[config.mk]
export PLATFORM = sky130hd
export DESIGN_NAME = mem_wb_pipe_flat
export DESIGN_NICKNAME = d
export VERILOG_FILES = /design/src/rtl/mem_wb_pipe_if.sv /design/src/rtl/mem_wb_pipe.sv /design/src/flat_wrapper.sv
export SDC_FILE = /design/constraint.sdc
export NUM_CORES = 1
export LEC_CHECK = 0
export ABC_CLOCK_PERIOD_IN_PS = 2900
export BUFFER_PORTS_ARGS = -buffer_cell sky130_fd_sc_hd__buf_4
export CELL_PAD_IN_SITES_DETAIL_PLACEMENT = 1
export CELL_PAD_IN_SITES_GLOBAL_PLACEMENT = 1
export CORE_ASPECT_RATIO = 1.5
export CORE_MARGIN = 2
export CORE_UTILIZATION = 37
export DETAILED_ROUTE_END_ITERATION = 16
export GPL_ROUTABILITY_DRIVEN = 0
export MAX_ROUTING_LAYER = met4
export PLACE_DENSITY_LB_ADDON = 0.1
export SYNTH_ARGS = -nofsm -noshare
export SYNTH_HDL_FRONTEND = slang
export SYNTH_SLANG_ARGS = --single-unit
[constraint.sdc]
create_clock -name clk -period 2.9 [get_ports clk]
set_input_delay 0.58 -clock clk [delete_from_list [all_inputs] [get_ports clk]]
set_output_delay 0.58 -clock clk [all_outputs]
set_load 0.01 [all_outputs]
[src/rtl/mem_wb_pipe_if.sv]
// mem_wb_pipe_if: MEM-side inputs and registered WB-side outputs of the MEM/WB pipeline register (optional HI/LO via MEM_WB_HILO_EN)
interface mem_wb_pipe_if #(
  parameter int DATA_W = 32,
  parameter int ADDR_W = 5,
  parameter int NUM_CH = 1
);
  logic                     mem_valid;
  logic [NUM_CH*ADDR_W-1:0] mem_wd;
  logic [NUM_CH*DATA_W-1:0] mem_wdata;
  logic [NUM_CH-1:0]        mem_wreg;
  logic                     wb_valid;
  logic [NUM_CH*ADDR_W-1:0] wb_wd;
  logic [NUM_CH*DATA_W-1:0] wb_wdata;
  logic [NUM_CH-1:0]        wb_wreg;
`ifdef MEM_WB_HILO_EN
  logic                     mem_whilo;
  logic [DATA_W-1:0]        mem_hi;
  logic [DATA_W-1:0]        mem_lo;
  logic                     wb_whilo;
  logic [DATA_W-1:0]        wb_hi;
  logic [DATA_W-1:0]        wb_lo;
  modport master (
    output mem_valid, mem_wd, mem_wdata, mem_wreg, mem_whilo, mem_hi, mem_lo,
    input  wb_valid, wb_wd, wb_wdata, wb_wreg, wb_whilo, wb_hi, wb_lo
  );
  modport slave (
    input  mem_valid, mem_wd, mem_wdata, mem_wreg, mem_whilo, mem_hi, mem_lo,
    output wb_valid, wb_wd, wb_wdata, wb_wreg, wb_whilo, wb_hi, wb_lo
  );
`else
  modport master (
    output mem_valid, mem_wd, mem_wdata, mem_wreg,
    input  wb_valid, wb_wd, wb_wdata, wb_wreg
  );
  modport slave (
    input  mem_valid, mem_wd, mem_wdata, mem_wreg,
    output wb_valid, wb_wd, wb_wdata, wb_wreg
  );
`endif
endinterface

[src/rtl/mem_wb_pipe.sv]
// mem_wb_pipe: MEM->WB pipeline register with flush/bubble/hold/advance and retire counter (HI/LO path under MEM_WB_HILO_EN)
module mem_wb_pipe #(
  parameter int DATA_W  = 32,
  parameter int ADDR_W  = 5,
  parameter int NUM_CH  = 1,
  parameter int STALL_W = 6
) (
  input  logic               clk,
  input  logic               rst,
  input  logic [STALL_W-1:0] stall,
  input  logic               flush,
  mem_wb_pipe_if.slave       bus,
  output logic [31:0]        retire_cnt
);
  logic                     nop, adv;
  logic                     valid_n;
  logic [NUM_CH*ADDR_W-1:0] wd_n;
  logic [NUM_CH*DATA_W-1:0] wdata_n;
  logic [NUM_CH-1:0]        wreg_n;
  logic [31:0]              cnt, cnt_n;
  // flush or bubble loads NOP; stall[4]=0 advances regardless of stall[5]; otherwise hold
  assign nop = flush | (stall[4] & ~stall[5]);
  assign adv = ~flush & ~stall[4];
  assign retire_cnt = cnt;
  // next WB state selected by stage priority; invalid instructions never write the regfile
  always_comb begin
    valid_n = nop ? 1'b0 : adv ? bus.mem_valid : bus.wb_valid;
    wd_n    = nop ? '0 : adv ? bus.mem_wd : bus.wb_wd;
    wdata_n = nop ? '0 : adv ? bus.mem_wdata : bus.wb_wdata;
    wreg_n  = nop ? '0 : adv ? (bus.mem_valid ? bus.mem_wreg : '0) : bus.wb_wreg;
    cnt_n   = (adv && bus.mem_valid) ? cnt + 32'd1 : cnt;
  end
  // WB register bank with asynchronous clear
  always_ff @(posedge clk or posedge rst) begin
    if (rst) begin
      bus.wb_valid <= 1'b0;
      bus.wb_wd    <= '0;
      bus.wb_wdata <= '0;
      bus.wb_wreg  <= '0;
      cnt          <= '0;
    end else begin
      bus.wb_valid <= valid_n;
      bus.wb_wd    <= wd_n;
      bus.wb_wdata <= wdata_n;
      bus.wb_wreg  <= wreg_n;
      cnt          <= cnt_n;
    end
  end
`ifdef MEM_WB_HILO_EN
  logic              whilo_n;
  logic [DATA_W-1:0] hi_n, lo_n;
  // HI/LO follow the same stage rules as the register-write channels
  always_comb begin
    whilo_n = nop ? 1'b0 : adv ? (bus.mem_valid & bus.mem_whilo) : bus.wb_whilo;
    hi_n    = nop ? '0 : adv ? bus.mem_hi : bus.wb_hi;
    lo_n    = nop ? '0 : adv ? bus.mem_lo : bus.wb_lo;
  end
  // HI/LO register with asynchronous clear
  always_ff @(posedge clk or posedge rst) begin
    if (rst) begin
      bus.wb_whilo <= 1'b0;
      bus.wb_hi    <= '0;
      bus.wb_lo    <= '0;
    end else begin
      bus.wb_whilo <= whilo_n;
      bus.wb_hi    <= hi_n;
      bus.wb_lo    <= lo_n;
    end
  end
`endif
endmodule

[src/flat_wrapper.sv]
// flat-port wrapper written by rule: the top's interface ports become plain ports
module mem_wb_pipe_flat 
#(
  parameter int DATA_W  = 32,
  parameter int ADDR_W  = 5,
  parameter int NUM_CH  = 1,
  parameter int STALL_W = 6
)
  (clk, rst, stall, flush, retire_cnt, bus_mem_valid, bus_mem_wd, bus_mem_wdata, bus_mem_wreg, bus_wb_valid, bus_wb_wd, bus_wb_wdata, bus_wb_wreg);
  mem_wb_pipe_if #(.DATA_W(DATA_W), .ADDR_W(ADDR_W), .NUM_CH(NUM_CH)) bus_i ();
  input  logic clk;
  input  logic rst;
  input  logic [STALL_W-1:0] stall;
  input  logic flush;
  output logic [31:0] retire_cnt;
  input wire logic [$bits(bus_i.mem_valid)-1:0] bus_mem_valid;
  input wire logic [$bits(bus_i.mem_wd)-1:0] bus_mem_wd;
  input wire logic [$bits(bus_i.mem_wdata)-1:0] bus_mem_wdata;
  input wire logic [$bits(bus_i.mem_wreg)-1:0] bus_mem_wreg;
  output wire logic [$bits(bus_i.wb_valid)-1:0] bus_wb_valid;
  output wire logic [$bits(bus_i.wb_wd)-1:0] bus_wb_wd;
  output wire logic [$bits(bus_i.wb_wdata)-1:0] bus_wb_wdata;
  output wire logic [$bits(bus_i.wb_wreg)-1:0] bus_wb_wreg;
  assign bus_i.mem_valid = bus_mem_valid;
  assign bus_i.mem_wd = bus_mem_wd;
  assign bus_i.mem_wdata = bus_mem_wdata;
  assign bus_i.mem_wreg = bus_mem_wreg;
  assign bus_wb_valid = bus_i.wb_valid;
  assign bus_wb_wd = bus_i.wb_wd;
  assign bus_wb_wdata = bus_i.wb_wdata;
  assign bus_wb_wreg = bus_i.wb_wreg;
  mem_wb_pipe #(.DATA_W(DATA_W), .ADDR_W(ADDR_W), .NUM_CH(NUM_CH), .STALL_W(STALL_W)) u_core (.clk(clk), .rst(rst), .stall(stall), .flush(flush), .bus(bus_i), .retire_cnt(retire_cnt));
endmodule
# Word-level counts from Yosys, hierarchy flattened
# Cells that the tools add are included.
# Widths: inputs -> output; s select.
[word_totals] ff_bits=71 latch_bits=0 mem_bits_rw=0 mem_bits_ro=0 word_cells=23 mem_count=0
[op_classes] addsub=1 n_mul=0 div_mod_pow=0 n_lt_le_gt_ge=0 n_eq_ne=0 n_shift=0 muxes=9 n_bitwise=6 reduce_logical=2
[op_table] operator="$mux 32" count=2
[op_table] operator="$add 32x1->32 const B" count=1
[op_table] operator="$mux 5" count=2
[op_table] operator="$mux 1" count=5
[op_table] operator="$not 1->1" count=3
[op_table] operator="$and 1x1->1" count=2
[op_table] operator="$reduce_bool 2->1" count=1
[op_table] operator="$logic_and 1x1->1" count=1
[op_table] operator="$or 1x1->1" count=1

# Logic depth before layout (Yosys ltp)
# Gate-level depths: netlist (run 1).
[depth] ltp_word=4 depth_mapped=6 mapped_depth_nobuf=5

# Least setup slack after synthesis (run 1)
# Ideal clock, no wire load.
[synth_timing] path_kind="input to register" from="in flush" to="reg u_core.cnt[24] (netlist: u_core.retire_cnt[24])" arrival_time_ps=1654 required_ps=2821 setup_slack_ps=1167 stages=5 cell_sequence="and4bb_2 -> nand2_2 -> buf_2 -> nor4_1 -> xor2_1"
[synth_via] elab_chain_len=3
[synth_lines] element="start: declaration" line_no="flat_wrapper.sv:14" text="input logic flush;"
[synth_lines] element="$not 1->1" line_no="mem_wb_pipe.sv:23" text="assign adv = ~flush & ~stall[4];"
[synth_lines] element="$and 1x1->1" line_no="mem_wb_pipe.sv:23"
[synth_lines] element="$logic_and 1x1->1" line_no="mem_wb_pipe.sv:31" text="cnt_n = (adv && bus.mem_valid) ? cnt + 32'd1 : cnt;"
[synth_lines] element="end signal: assignment" line_no="mem_wb_pipe.sv:46" text="cnt <= cnt_n;"
[synth_lines] element="end: declaration" line_no="mem_wb_pipe.sv:20" text="logic [31:0] cnt, cnt_n;"
# Every way passes these cells.
# A chain may end at the register's enable or synchronous reset.

# Worst setup path in the final report (run 1)
[layout_timing] from="reg u_core.cnt[12] (netlist: u_core.retire_cnt[12])" to="reg u_core.cnt[31] (netlist: u_core.retire_cnt[31])"
[layout_via] elab_chain_len=1
[layout_lines] element="$add 32x1->32" line_no="mem_wb_pipe.sv:31"
# Every way passes these cells.

==> flow_metrics.tcl, run 1 <==
set metrics [dict create \
    cap_violations 0 \
    grt-ovfl-total 0 \
    numCtsBuffers 9 \
    start_kind "flop" \
    max_clock_freq_mhz 534 \
    ctsResizeCount 0 \
    htreeDepth 3 \
    synth_warnings 0 \
    clkTransAtPathRegs_ns 0.06 \
    tightest_slew_ns 0.808 \
    finalMaxSlewViolations 0 \
    p_leak_nw 2.12 \
    r2r-start "u_core.retire_cnt[12]$_DFFE_PP0P_" \
    wl_per_cell_um 16.7 \
    ys_types 29 \
    place_inst 432 \
    finalHoldViolCount 0 \
    reg2reg_slack_ns 1.03 \
    final_cells 447 \
    drtAntennaViolNets 0 \
    antenna_cells 0 \
    holdWs_ns 0.379 \
    ys_seq_elements 71 \
    drc 0 \
    drive_gt1_frac 0.423 \
    yosysSeqAreaShare 0.617 \
    slew_headroom 0.456 \
    critPathKind "reg -> reg" \
    path_cells "nand4_2, nor4_1, nand3_1, xnor2_1" \
    fin_skew_ns 0.00505 \
    cp-end-kind "flop" \
    avgSynthCellArea_um2 13.0 \
    start_util 0.380 \
    num_rows 39 \
    nets 390 \
    final.min_clock_period_ns 1.87 \
    clkLatencyLatePin_ns 0.32 \
    ios 119 \
    holdBufCountCts 0 \
    syn_area_um2 2880 \
    syn_inst 221 \
    root_buffer "clkbuf_16" \
    fp.dieH_um 112 \
    ir_worst_vdd_mv 0.371 \
    hold_path_class "in -> async" \
    antenna_found_initial 0 \
    totalWireLength_mm 7.45 \
    dp_hpwl_mm 5.25 \
    synth_fp_nets 270 \
    grt_pass1_vias 2402 \
    status "completed" \
    die_x_um 76.0 \
    dr.pass1.iters 4 \
    vias_per_cell 5.08 \
    crit_required_ns 3.11 \
    r2r_cells 4 \
    crit_path_top_delay_cell "nor4_1" \
    r2r_end "u_core.retire_cnt[31]$_DFFE_PP0P_" \
    arrival_ns 2.08 \
    cts_tree "done" \
    rsz0062_at_grt "no" \
    power_density_nw_per_um2 587 \
    dieArea_um2 8510 \
    area_delta_synth_final_pct 43.9 \
    grt_max_degree 40 \
    grt_first_pass_wirelength_mm 12.3 \
    track_usage 0.190 \
    post-cts-setup-buffers 0 \
    ctsLongestPathBuffers 2 \
    fin_tns_setup_ns 0 \
    clkSinkCount 71 \
    vias 2272 \
    critPathMaxFanout 7 \
    setup_viol 0 \
    drt-initial-drc-count 106 \
    core_um2 7560 \
    slowest_delay_ns 0.74 \
    period_share 0.646 \
    port_buffers 114 \
]
-- worst max-delay path by stage --
stage,from,end,slack [ns],cells after the start
after floorplan,rst,u_core.bus.wb_valid$_DFFE_PP0P_,0.52,1
after global placement,flush,u_core.retire_cnt[10]$_DFFE_PP0P_,0.92,5
after detailed placement,flush,u_core.retire_cnt[10]$_DFFE_PP0P_,0.91,5
after CTS,u_core.retire_cnt[12]$_DFFE_PP0P_,u_core.retire_cnt[31]$_DFFE_PP0P_,0.99,4
after global routing,u_core.retire_cnt[12]$_DFFE_PP0P_,u_core.retire_cnt[31]$_DFFE_PP0P_,0.89,4
final,u_core.retire_cnt[12]$_DFFE_PP0P_,u_core.retire_cnt[31]$_DFFE_PP0P_,1.03,4
-- where the power goes --
part	internal (mW)	switching, mW
Sequential	1.06	0.0666
Clock	0.570	0.410
Combinational	0.174	0.152
Total	1.80	0.629
-- Yosys cell counts, drive strengths merged --
library cell	count	area (um2)
a22o	37	324
a32o	1	10.0
and3	3	18.8
and4	5	43.8
and4bb	1	12.5
buf	2	8.75
clkbuf	8	30.0
dfrtp	71	1780
ha	1	12.5
inv	4	15.0
mux2	1	11.3
nand2	16	62.6
nand3	9	50.1
nand4	9	62.6
nor2	4	15.0
nor3	6	30.0
nor3b	2	15.0
nor4	6	73.8
nor4bb	1	10.0
or3	2	12.5
or4	1	11.3
xnor2	18	158
xor2	13	114
-- sequential cells by signal (all words and copies together), names as in the netlist --
register,count
u_core.bus.wb_wdata,32
u_core.retire_cnt,32
u_core.bus.wb_wd,5
u_core.bus.wb_valid,1
u_core.bus.wb_wreg,1
-- cell type report --
type	instances	area (um2)
multi-input cells	136	1050
fillers	817	3420
inverters	4	15.0
clock buffers	9	225
clock inverters	6	38.8
repair buffers	119	906
well taps	102	128
flip-flops and latches	71	1780
-- logic make-up after synthesis --
group                      count (synthesis)  share of synthesized area
adders and majority gates                  1                    0.00435
xor gates and xnor gates                  31                     0.0943
muxes                                      1                    0.00391
buffers and inverters                     14                     0.0187
AOI/OAI and AO/OA                         38                      0.116
DFF                                       71                      0.617
and+or+nand+nor                           65                      0.145
-- cell usage in the layout, fill, tap and decap left out, drive strengths merged --
master,synthesis,routed
buf,2,119
xor2,13,13
nor3b,2,2
and4,5,5
and3,3,3
a32o,1,1
or3,2,2
clkinv,0,4
nor4,6,6
nand4,9,9
ha,1,1
nand2,16,16
dfrtp,71,71
nand3,9,9
nor3,6,6
clkinvlp,0,2
a22o,37,37
nor4bb,1,1
xnor2,18,18
inv,4,4
or4,1,1
nor2,4,4
clkbuf,8,9
and4bb,1,1
mux2,1,1
-- critical path, delay by kind of cell, from the launching register on --
kind,cells,cell delay (ns)
AND/OR/NAND/NOR,3,1.09
XOR/XNOR,1,0.17
flip-flops,1,0.49
-- metal layers --
metal / global-route usage / vias to the layer above / share of wire
met5: - / - / 0
met4: 0.0618 / 0 / 0.015
met3: 0.0563 / 9 / 0.044
met2: 0.308 / 69 / 0.53
met1: 0.228 / 1146 / 0.41
li1: - / 1048 / -
-- metrics by stage --
step	total power [mW]	utilization	setup WS (ns)	area, um2
after global routing	2.53	0.548	0.892	4140
after CTS	2.46	0.548	0.987	4140
after global placement	1.46	0.513	0.921	3880
after floorplan	1.27	-	0.523	2880
final	2.43	0.548	1.03	4140
after detailed placement	1.47	0.513	0.907	3880
Note: power is estimated with default switching activity, not from simulation.
==> run 2, diff against run 1 <==
ABC_CLOCK_PERIOD_IN_PS = 1900   (was 2900)
clock period = 1.9 ns   (was 2.9 ns; I/O delays follow)
==> run 2 against run 1 <==
Sequential power up 54%; worst hold slack got worse by 0.27 ns; first-iteration DRC count decreased by 51%; routed wire length rose by 6.5%; cell area grew 3.9%; cell count increased by 2.2%.
==> flow_metrics.tcl, run 2 (synthesized netlist as in run 1, its figures left out) <==
set metrics [dict create \
    place_worst_setup_slack_ns 0.169 \
    busiest_layer "met2" \
    critPathMaxFanout 5 \
    fin_area_um2 4300 \
    p_leak_nw 2.20 \
    period_share 0.913 \
    crit_required_ns 2.15 \
    antenna_found_initial 0 \
    ctsLongestPathBuffers 2 \
    placed_area_um2 3960 \
    cp-end-kind "flop" \
    critical_path.endpoint "u_core.retire_cnt[28]$_DFFE_PP0P_" \
    antenna_cells 0 \
    clkLatencyLatePin_ns 0.34 \
    drc 0 \
    post-cts-setup-buffers 0 \
    htreeDepth 3 \
    fin_skew_ns 0.00787 \
    fin_tns_setup_ns 0 \
    grt_first_pass_wirelength_mm 13.2 \
    grt_util_met3 0.0611 \
    power_density_nw_per_um2 966 \
    start_util 0.380 \
    nets 399 \
    ios 119 \
    tightest_slew_ns 0.555 \
    vias 2308 \
    drive_gt1_frac 0.431 \
    critPathKind "reg -> reg" \
    rsz0062_at_grt "no" \
    grt_pass1_vias 2562 \
    layout_setup_ws_ns 0.166 \
    grt-ovfl-total 0 \
    final.min_clock_period_ns 1.73 \
    numCtsBuffers 9 \
    vias_per_cell 5.05 \
    hold_path_class "in -> async" \
    drtAntennaViolNets 0 \
    start_kind "flop" \
    max_clock_freq_mhz 577 \
    holdBufCountCts 0 \
    cts_tree "done" \
    status "completed" \
    use_met2 0.333 \
    setup_viol 0 \
    timing.critical_path.from "u_core.retire_cnt[14]$_DFFE_PP0P_" \
    reg2reg_slack_ns 0.17 \
    ctsResizeCount 0 \
    fp.dieH_um 112 \
    dp_hpwl_mm 5.59 \
    totalWireLength_mm 7.93 \
    r2r-start "u_core.retire_cnt[14]$_DFFE_PP0P_" \
    r2r_end "u_core.retire_cnt[28]$_DFFE_PP0P_" \
    final_common_cell "buf_4" \
    dr.pass1.iters 4 \
    die_x_um 76.0 \
    arrival_ns 1.99 \
    final_cell_mix "buf_4 (126), dfrtp_1 (71), a22o_1 (37)" \
    r2r_cells 4 \
    num-fill-cells 810 \
    wl_per_cell_um 17.4 \
    ir_worst_vdd_mv 0.639 \
    num_rows 39 \
    grtUsageMet1 0.236 \
    core_um2 7560 \
    power_mw 4.15 \
    multiInputGateArea_um2 1050 \
    track_usage 0.206 \
    area_delta_synth_final_pct 49.5 \
    clkSinkCount 71 \
    clkTransAtPathRegs_ns 0.05 \
    dieArea_um2 8510 \
    finalHoldViolCount 0 \
    slew_headroom 0.629 \
    cap_violations 0 \
    grt_max_degree 40 \
    finalMaxSlewViolations 0 \
    root_buffer "clkbuf_16" \
    port_buffers 114 \
    seqCellArea_um2 1780 \
    drt-initial-drc-count 52 \
]
run 2: cell types whose count changed in the layout (fill, tap and decap cells not counted):
| cell | previous run | this run |
|---|---|---|
| buf_12 | 1 | 2 |
| buf_4 | 118 | 126 |
| bufinv_16 | 0 | 3 |
| clkbuf_1 | 0 | 3 |
| clkbuf_8 | 0 | 1 |
| clkinv_2 | 3 | 0 |
| clkinv_4 | 1 | 0 |
| clkinvlp_4 | 2 | 1 |
| inv_2 | 1 | 0 |
run 2: metrics by stage:
step,util,hold slack [ns],instances
detailed placement,0.524,0.471,441
global route,0.569,0.123,457
global placement,0.524,0.463,441
CTS,0.569,0.115,457
finish,0.569,0.105,457
floorplan,-,0.508,221
run 2: how the worst min path moves through the flow:
stage,slack [ns],end,cells past startpoint
global placement,0.46,u_core.retire_cnt[18]$_DFFE_PP0P_,2
floorplan,0.51,u_core.retire_cnt[31]$_DFFE_PP0P_,1
detailed placement,0.47,u_core.retire_cnt[18]$_DFFE_PP0P_,2
finish,0.11,u_core.retire_cnt[18]$_DFFE_PP0P_,2
CTS,0.12,u_core.retire_cnt[29]$_DFFE_PP0P_,2
global route,0.12,u_core.retire_cnt[29]$_DFFE_PP0P_,2
run 2: area by class of cell:
class | count | area share
multi-input cells | 136 | 0.245
clock buffers | 13 | 0.0582
well taps | 102 | 0.0297
repair buffers | 128 | 0.229
flip-flops and latches | 71 | 0.413
inverters | 4 | 0.00436
clock inverters | 3 | 0.0209
run 2: worst max-delay path, stage by stage, from the launching register on:
cell     delay (ns)
dfrtp_1        0.47
nand4_2        0.15
or4_4          0.61
nor4_4         0.24
xor2_1         0.18
run 2: power breakdown:
part	switching, mW	internal (mW)
combinational	0.232	0.271
sequential	0.105	1.61
clock	0.613	1.32
run 2: routing by layer:
layer,vias up,part of all wire
met3,15,0.051
met2,71,0.53
met1,1160,0.39
met4,0,0.024
met5,-,0
li1,1062,-
